## src/rtl/game_pkg.sv

```systemverilog
// Shared types for the goose-run game controller.
// Holds the game state encoding, lives width and a state-name helper.
package game_pkg;

    typedef enum logic [2:0] {
        ST_MENU    = 3'd0,
        ST_PLAY    = 3'd1,
        ST_PAUSE   = 3'd2,
        ST_RESPAWN = 3'd3,
        ST_OVER    = 3'd4
    } game_state_e;

    localparam int LIVES_W = 4;

    function automatic string state_name(input logic [2:0] s);
        case (s)
            3'd0:    return "MENU";
            3'd1:    return "PLAY";
            3'd2:    return "PAUSE";
            3'd3:    return "RESPAWN";
            3'd4:    return "OVER";
            default: return "ILLEGAL";
        endcase
    endfunction

endpackage

```

## src/rtl/game_flow_mixer_mux.sv

```systemverilog
// Registered priority mixer: lowest-index active layer wins.
// Ports: clk, reset, video_on, layer_en, layer_rgb in; rgb out.
module layer_priority_mux #(
    parameter int                 NUM_LAYERS = 8,
    parameter int                 COLOR_W    = 12,
    parameter logic [COLOR_W-1:0] BG_COLOR   = '0
) (
    input  logic                          clk,
    input  logic                          reset,
    input  logic                          video_on,
    input  logic [NUM_LAYERS-1:0]         layer_en,
    input  logic [NUM_LAYERS*COLOR_W-1:0] layer_rgb,
    output logic [COLOR_W-1:0]            rgb
);

    logic [COLOR_W-1:0] rgb_d, rgb_q;

    // Walk from lowest priority up so index 0 is written last.
    always_comb begin
        rgb_d = BG_COLOR;
        for (int i = NUM_LAYERS - 1; i >= 0; i--) begin
            if (layer_en[i]) begin
                rgb_d = layer_rgb[i*COLOR_W +: COLOR_W];
            end
        end
        if (!video_on) begin
            rgb_d = '0;
        end
    end

    always_ff @(posedge clk) begin
        if (reset) begin
            rgb_q <= '0;
        end else begin
            rgb_q <= rgb_d;
        end
    end

    assign rgb = rgb_q;

endmodule

```

## src/rtl/game_flow_mixer.sv

```systemverilog
// Game controller FSM, lives/score/high-score and pixel mixer.
// Ports: clk, reset, tick, buttons, collisions, layers in; rgb, state, score out.
module game_flow_mixer
    import game_pkg::*;
#(
    parameter int                 NUM_LAYERS    = 8,
    parameter int                 COLOR_W       = 12,
    parameter int                 SCORE_W       = 16,
    parameter int                 LIVES         = 3,
    parameter int                 RESPAWN_TICKS = 5,
    parameter logic [COLOR_W-1:0] BG_COLOR      = 12'h000
) (
    input  logic                          clk,
    input  logic                          reset,
    input  logic                          tick,
    input  logic                          start_btn,
    input  logic                          pause_btn,
    input  logic                          video_on,
    input  logic                          collide_a,
    input  logic                          collide_b,
    input  logic [NUM_LAYERS-1:0]         layer_en,
    input  logic [NUM_LAYERS*COLOR_W-1:0] layer_rgb,
    output logic [COLOR_W-1:0]            rgb,
    output logic [2:0]                    state,
    output logic                          play,
    output logic [SCORE_W-1:0]            score,
    output logic [SCORE_W-1:0]            score_hi,
    output logic [LIVES_W-1:0]            lives,
    output logic                          new_hi
);

    localparam logic [LIVES_W-1:0] LIVES_INIT = LIVES_W'(LIVES);
    localparam logic [7:0]         RSP_INIT   = 8'(RESPAWN_TICKS);

    game_state_e        state_q, state_d;
    logic [SCORE_W-1:0] score_q, score_d;
    logic [SCORE_W-1:0] hi_q, hi_d;
    logic [LIVES_W-1:0] lives_q, lives_d;
    logic [7:0]         cnt_q, cnt_d;
    logic               new_hi_q, new_hi_d;
    logic               hit_q, hit_d;
    logic               start_prev_q, start_prev_d;
    logic               pause_prev_q, pause_prev_d;

    logic coll, start_press, pause_press;

    assign coll        = collide_a & collide_b & video_on;
    assign start_press = start_btn & ~start_prev_q;
    assign pause_press = pause_btn & ~pause_prev_q;

    always_comb begin
        state_d      = state_q;
        score_d      = score_q;
        hi_d         = hi_q;
        lives_d      = lives_q;
        cnt_d        = cnt_q;
        new_hi_d     = new_hi_q;
        start_prev_d = start_prev_q;
        pause_prev_d = pause_prev_q;

        // A collision on the consuming tick survives into the latch.
        if (state_q != ST_PLAY) begin
            hit_d = 1'b0;
        end else if (tick) begin
            hit_d = coll;
        end else begin
            hit_d = hit_q | coll;
        end

        if (tick) begin
            start_prev_d = start_btn;
            pause_prev_d = pause_btn;
            if (score_q > hi_q) begin
                hi_d     = score_q;
                new_hi_d = 1'b1;
            end
            case (state_q)
                ST_MENU: begin
                    if (start_press) begin
                        state_d  = ST_PLAY;
                        score_d  = '0;
                        lives_d  = LIVES_INIT;
                        new_hi_d = 1'b0;
                    end
                end
                ST_PLAY: begin
                    if (hit_q) begin
                        if (lives_q == 4'd1) begin
                            state_d = ST_OVER;
                            lives_d = '0;
                        end else begin
                            state_d = ST_RESPAWN;
                            lives_d = lives_q - 4'd1;
                            cnt_d   = RSP_INIT;
                        end
                    end else if (pause_press) begin
                        state_d = ST_PAUSE;
                    end else if (score_q != {SCORE_W{1'b1}}) begin
                        score_d = score_q + 1'b1;
                    end
                end
                ST_PAUSE: begin
                    if (pause_press) begin
                        state_d = ST_PLAY;
                    end
                end
                ST_RESPAWN: begin
                    cnt_d = cnt_q - 8'd1;
                    if (cnt_q == 8'd1) begin
                        state_d = ST_PLAY;
                    end
                end
                ST_OVER: begin
                    if (start_press) begin
                        state_d = ST_MENU;
                    end
                end
                default: state_d = ST_MENU;
            endcase
        end
    end

    always_ff @(posedge clk) begin
        if (reset) begin
            state_q      <= ST_MENU;
            score_q      <= '0;
            hi_q         <= '0;
            lives_q      <= LIVES_INIT;
            cnt_q        <= '0;
            new_hi_q     <= 1'b0;
            hit_q        <= 1'b0;
            start_prev_q <= 1'b0;
            pause_prev_q <= 1'b0;
        end else begin
            state_q      <= state_d;
            score_q      <= score_d;
            hi_q         <= hi_d;
            lives_q      <= lives_d;
            cnt_q        <= cnt_d;
            new_hi_q     <= new_hi_d;
            hit_q        <= hit_d;
            start_prev_q <= start_prev_d;
            pause_prev_q <= pause_prev_d;
        end
    end

    assign state    = state_q;
    assign play     = (state_q == ST_PLAY);
    assign score    = score_q;
    assign score_hi = hi_q;
    assign lives    = lives_q;
    assign new_hi   = new_hi_q;

    layer_priority_mux #(
        .NUM_LAYERS(NUM_LAYERS),
        .COLOR_W   (COLOR_W),
        .BG_COLOR  (BG_COLOR)
    ) u_mux (
        .clk      (clk),
        .reset    (reset),
        .video_on (video_on),
        .layer_en (layer_en),
        .layer_rgb(layer_rgb),
        .rgb      (rgb)
    );

endmodule

```

## config.mk

```make
export PLATFORM = sky130hd
export DESIGN_NAME = game_flow_mixer
export DESIGN_NICKNAME = d
export VERILOG_FILES = /design/src/rtl/game_pkg.sv /design/src/rtl/game_flow_mixer_mux.sv /design/src/rtl/game_flow_mixer.sv
export SDC_FILE = /design/constraint.sdc
export NUM_CORES = 1
export LEC_CHECK = 0
export CORE_MARGIN = 2
export CORE_UTILIZATION = 47
export DETAILED_ROUTE_END_ITERATION = 7
export PLACE_DENSITY = 0.86
export RECOVER_POWER = 25
export SETUP_SLACK_MARGIN = 0.05
export SLEW_MARGIN = 20
export SYNTH_ARGS = -nofsm -noshare
export SYNTH_HDL_FRONTEND = slang
export SYNTH_SLANG_ARGS = --single-unit
```

## constraint.sdc

```tcl
create_clock -name clk -period 4.1 [get_ports clk]
set_input_delay 1.025 -clock clk [delete_from_list [all_inputs] [get_ports clk]]
set_output_delay 1.025 -clock clk [all_outputs]
set_load 0.05 [all_outputs]
```

# ---- Word level (Yosys, flattened, before mapping)
# Index checks and enable logic that the tools add are counted.
dict set report totals {
  inputBits 112
  reg_bits 63
  elab_cells 82
  output_inout_bits 53
}
dict set report classes {
  mux 32
  bitwise_logic 8
  reduce_logical 10
  add_sub_neg 3
  n_lt_le_gt_ge 1
  eq_ne 18
}
# cell count
set op_table {}
lappend op_table {{12-bit two-way mux} 8}
lappend op_table {{16-bit two-way mux} 4}
lappend op_table {{16-bit one-hot mux with 2 select lines} 1}
lappend op_table {{3-bit two-way mux} 7}
lappend op_table {{16-bit by 1-bit adder with 16-bit output (second input constant)} 1}
lappend op_table {{16-bit > comparator} 1}
lappend op_table {{8-bit two-way mux} 2}
lappend op_table {{16-bit inequality test (second input constant)} 1}
lappend op_table {{8-bit one-hot mux with 2 select lines} 1}
lappend op_table {{3-bit one-hot mux with 5 select lines} 1}
lappend op_table {{2-bit inequality test (second input constant)} 7}
lappend op_table {{4-bit two-way mux} 3}
lappend op_table {{6-bit AND reduction} 2}
lappend op_table {{8-bit by 1-bit equality test with 1-bit output (second input constant)} 1}
lappend op_table {{4-bit one-hot mux with 2 select lines} 1}
lappend op_table {{4-bit AND reduction} 2}
lappend op_table {{8-bit by 1-bit subtractor with 8-bit output (second input constant)} 1}
lappend op_table {{3-bit by 2-bit equality test with 1-bit output (second input constant)} 2}
lappend op_table {{3-bit by 1-bit inequality test with 1-bit output (second input constant)} 2}
lappend op_table {{1-bit bitwise AND} 4}
lappend op_table {{4-bit by 1-bit equality test with 1-bit output (second input constant)} 1}
lappend op_table {{1-bit two-way mux} 4}
lappend op_table {{2-bit by 1-bit inequality test with 1-bit output (second input constant)} 2}
lappend op_table {{2-bit nonzero test} 2}
lappend op_table {{8 further kinds} 11}

# ---- Logic depth before layout (Yosys ltp)
dict set report logic_depth {
  ltp_word 8
  depth_mapped 9
  ltp_nobuf 7
}

# ---- Modules after synthesis
# From an unflattened synthesis, not the netlist that was laid out.
dict set report hier_totals {
  hier_cells 463
  hier_area_um2 4055.1
}
# module area_each_um2 cells_each seq_area_each_um2 n_inst
set by_module_without_submodules {}
lappend by_module_without_submodules {game_flow_mixer 2982.9 337 1021.0 1}
lappend by_module_without_submodules {layer_priority_mux 1072.3 126 240.2 1}

# ---- Worst setup path after synthesis
# Ideal clock, no wire load.
dict set report synth_path {
  path_type {input to register}
  startpoint {input tick}
  endpoint {register score_q[12] (netlist: score[12])}
  cell_stages 7
  n_path_buf 2
  slack_ps 1273
  setup_ps 61
  arrival_ps 2766
  required_ps 4039
  path_cell_list {buf_2 inv_2 or3_1 or4_1 clkbuf_1 or4_1 nand2_1}
}
dict set report synth_between {
  elab_chain_cells 1
}
# item line_no
set synth_lines {}
lappend synth_lines {{from (decl)} game_flow_mixer.sv:15} ;# input logic tick,
lappend synth_lines {{6-bit AND reduction (no line)} --}
lappend synth_lines {{to (signal assigned)} game_flow_mixer.sv:136} ;# score_q <= score_d;
lappend synth_lines {{to (decl)} game_flow_mixer.sv:36} ;# logic [SCORE_W-1:0] score_q, score_d;
# Every way passes these cells.
# A chain may end at the register's enable or synchronous reset.

# ---- Worst setup path in the final report
dict set report layout_path {
  startpoint {register state_q[0] (netlist: state[0])}
  endpoint {output play}
}
dict set report layout_between {
  elab_chain_cells 1
}
# item line_no
set layout_lines {}
lappend layout_lines {{from (decl)} game_flow_mixer.sv:35} ;# game_state_e state_q, state_d;
lappend layout_lines {{from (signal assigned)} game_flow_mixer.sv:135} ;# state_q <= state_d;
lappend layout_lines {{3-bit by 1-bit equality test with 1-bit output} game_flow_mixer.sv:148} ;# assign play = (state_q == ST_PLAY);
lappend layout_lines {{to (decl)} game_flow_mixer.sv:25} ;# output logic play,
# Every way passes these cells.

==> impl_metrics.ini <==
[outcome]
outcome = completed

[critical_path]
worst_ep_required_time_ns = 3.07
arrival_ns = 2.38
cp.buffers_inverters = 2
r2r-start = score[6]
start_kind = flip-flop
cp_cell_sequence = nor2b_1, nand2b_1, inv_2, clkdlybuf4s50_1
path_class = reg2out
crit_family = buffers and inverters
crit_fanout = 10
critPathCaptureType = primary output
critPathSlowestCell = clkdlybuf4s50_1
startpoint = state[0]
critPathMaxStageDelay_ns = 0.82

[floorplan]
ios = 165
die_x_microns = 96.8
start_util_pct = 48.8
coreArea_sq_um = 8300
design.die.area_sq_um = 9370
die_h_microns = 96.8
num_rows = 33

[clocking]
holdBufCountCts = 0
clock_sinks = 63
clk_pin_slew_ns = 0.08
cts_setup_buffers = 0
cts_tree = done
cts-root-buf = clkbuf_8
cts-buffers-inserted = 9
clk_latency_ns = 0.34
cts.path.max_buffers = 2
cts_max_level = 3
cts_resized = 0

[power]
seqPwrFrac_pct = 42.6
internal_power_mw = 1.07
power_leakage_nw = 2.40
switching_power_mw = 0.416
pwr-share-clk_pct = 35.4
power.share.switching_pct = 28.1
power_density_nw_per_um2 = 251
combPwrFrac_pct = 21.9
vdd_drop_max_mv = 0.151
p_total_mw = 1.48

[sta]
hold_viol = 0
tns_ns = 0
rsz0062_at_grt = false
finalCriticalPeriod_ns = 3.40
fin_crit_sh_pct = 83.0
setup_violations = 0
worst_pin_slew_ns = 1.09
maxSlewHeadroom_pct = 27.3
skew_ns = 0.0102
slew_violations = 0
max_freq_ghz = 0.294
worst_slack_ns = 0.695

[synth]
synth_top_area_share_pct = 31.2
synth-seq-cells = 63
synth_enable_flop_cells = 0
ys.flop_type = dfxtp_1
syn-cell-area_sq_um = 4050
syn_area_per_cell_sq_um = 7.74
yosysMostFrequentCell = a21oi_1
syn_inst = 523
yosys-top-cells-area = dfxtp_1 (31%), a21oi_1 (8.8%), a221o_1 (8.4%), ha_1 (6.5%), nand2_1 (6.0%)
netlist_top_cells_count = a21oi_1 (71), nand2_1 (65), dfxtp_1 (63)
syn_nets = 656
async_flop_share_pct = 0
ys_types = 48
ys_seq_area_share_pct = 31.2
yosysTopAreaCell = dfxtp_1
synth_warnings = 0

[detailed_routing]
drc_errors = 0
vias_per_cell = 5.87
vias = 4581
drt-total-wl_microns = 12600
drt_first_pass_iters = 5
drt_iter0_markers = 217
wl_per_cell_microns = 16.2
postRouteAntennaNets = 0

[global_routing]
overflow = 0
groute.usage.overall_pct = 25.7
antenna_found_initial = 0
grt_pass1_vias = 4281
grt_pass1_wl_microns = 20200
grt_max_degree = 38

[min_path]
min-delay-start = new_hi
hp-class = reg2reg

[finish]
nets = 803
final_layout_size_suffix_gt1_share_pct = 2.96
stdcell_area_sq_um = 5910
area_growth_pct = 45.9
num_antenna_cells = 0

[placement]
placed_area_sq_um = 5720
port_buffers = 164
gp_congestion = 0.948
dp_hpwl_microns = 9840
dp_worst_setup_slack_ns = 0.713

[run]
maxCapViolations = 0
layer usage:
layer  GRT usage (%)  wire length (microns)  vias up
met2            45.0                   6190      223
met3            5.20                    930       35
met5               0                      0        -
li1                -                      -     2185
met4            12.2                    445        0
met1            30.0                   5060     2138
metrics by stage:
step / util [%] / std cells / hold WS [ns]
global route: 71.2 / 780 / 0.475
finish: 71.2 / 780 / 0.451
CTS: 71.2 / 780 / 0.454
floorplan: - / 523 / 0.451
global placement: 68.9 / 764 / 0.436
detailed placement: 68.9 / 764 / 0.443
cell usage in the layout, fill, tap and decap left out, types with 5 or more instances in the layout:
cell type / netlist / routed
nand2b_1: 9 / 9
nor4_1: 6 / 6
clkbuf_8: 0 / 9
nand3_1: 8 / 8
xnor2_1: 6 / 6
clkdlybuf4s50_1: 0 / 157
or4_1: 5 / 5
and3_1: 6 / 6
o21ai_0: 14 / 15
nand3b_1: 13 / 13
dfxtp_1: 63 / 63
o211ai_1: 5 / 5
nand2_1: 65 / 65
nand4_1: 11 / 11
inv_1: 59 / 61
ha_1: 21 / 21
a221o_1: 34 / 34
dlygate4sd3_1: 0 / 7
a21oi_1: 71 / 71
or3_1: 5 / 5
nor2b_1: 5 / 5
mux2i_1: 19 / 19
nor2_1: 16 / 16
sequential cells by signal (all words and copies together), names as in the netlist:
register,count
u_mux.rgb,12
pause_prev_q,1
lives,4
hit_q,1
state,3
score,16
start_prev_q,1
new_hi,1
score_hi,16
cnt_q,8
logic make-up after synthesis:
group           Yosys count  synth area share (%)
flops                    63                  31.2
buf+inv                  92                  8.59
xor+xnor                  6                  1.30
simple gates            167                  21.8
compound gates          155                  26.0
mux                      19                  4.70
fa+ha+maj                21                  6.49
power groups by stage:
stage | registers [mW] | clock network (mW) | logic (mW)
global route | 0.633 | 0.559 | 0.348
finish | 0.632 | 0.525 | 0.325
global placement | 0.646 | 0 | 0.319
detailed placement | 0.646 | 0 | 0.324
CTS | 0.632 | 0.527 | 0.326
floorplan | 0.676 | 0 | 0.132
final cells by class:
class                      instances  area, sq um
tap                              105          131
clock buffer                      10          128
multi-input combinational        368         2440
sequential                        63         1260
timing repair buffer             166         1650
clock inverter                     6         61.3
inverter                          62          233
fill                             650         2390
worst register-to-register path: cells and delay by family (launching register included):
family	cells	cell delay (ns)
compound gates	2	0.39
simple gates	3	1.46
flops	1	0.50
worst paths after layout:
path / endpoint / slack, ns / depth (start not counted)
worst max-delay path: play / 0.70 / 4
worst min-delay path: new_hi / 0.45 / 2
worst max register to register: score[9] / 1.68 / 5
worst min register to register: new_hi / 0.45 / 2
Power figures use the tool's default switching activity.
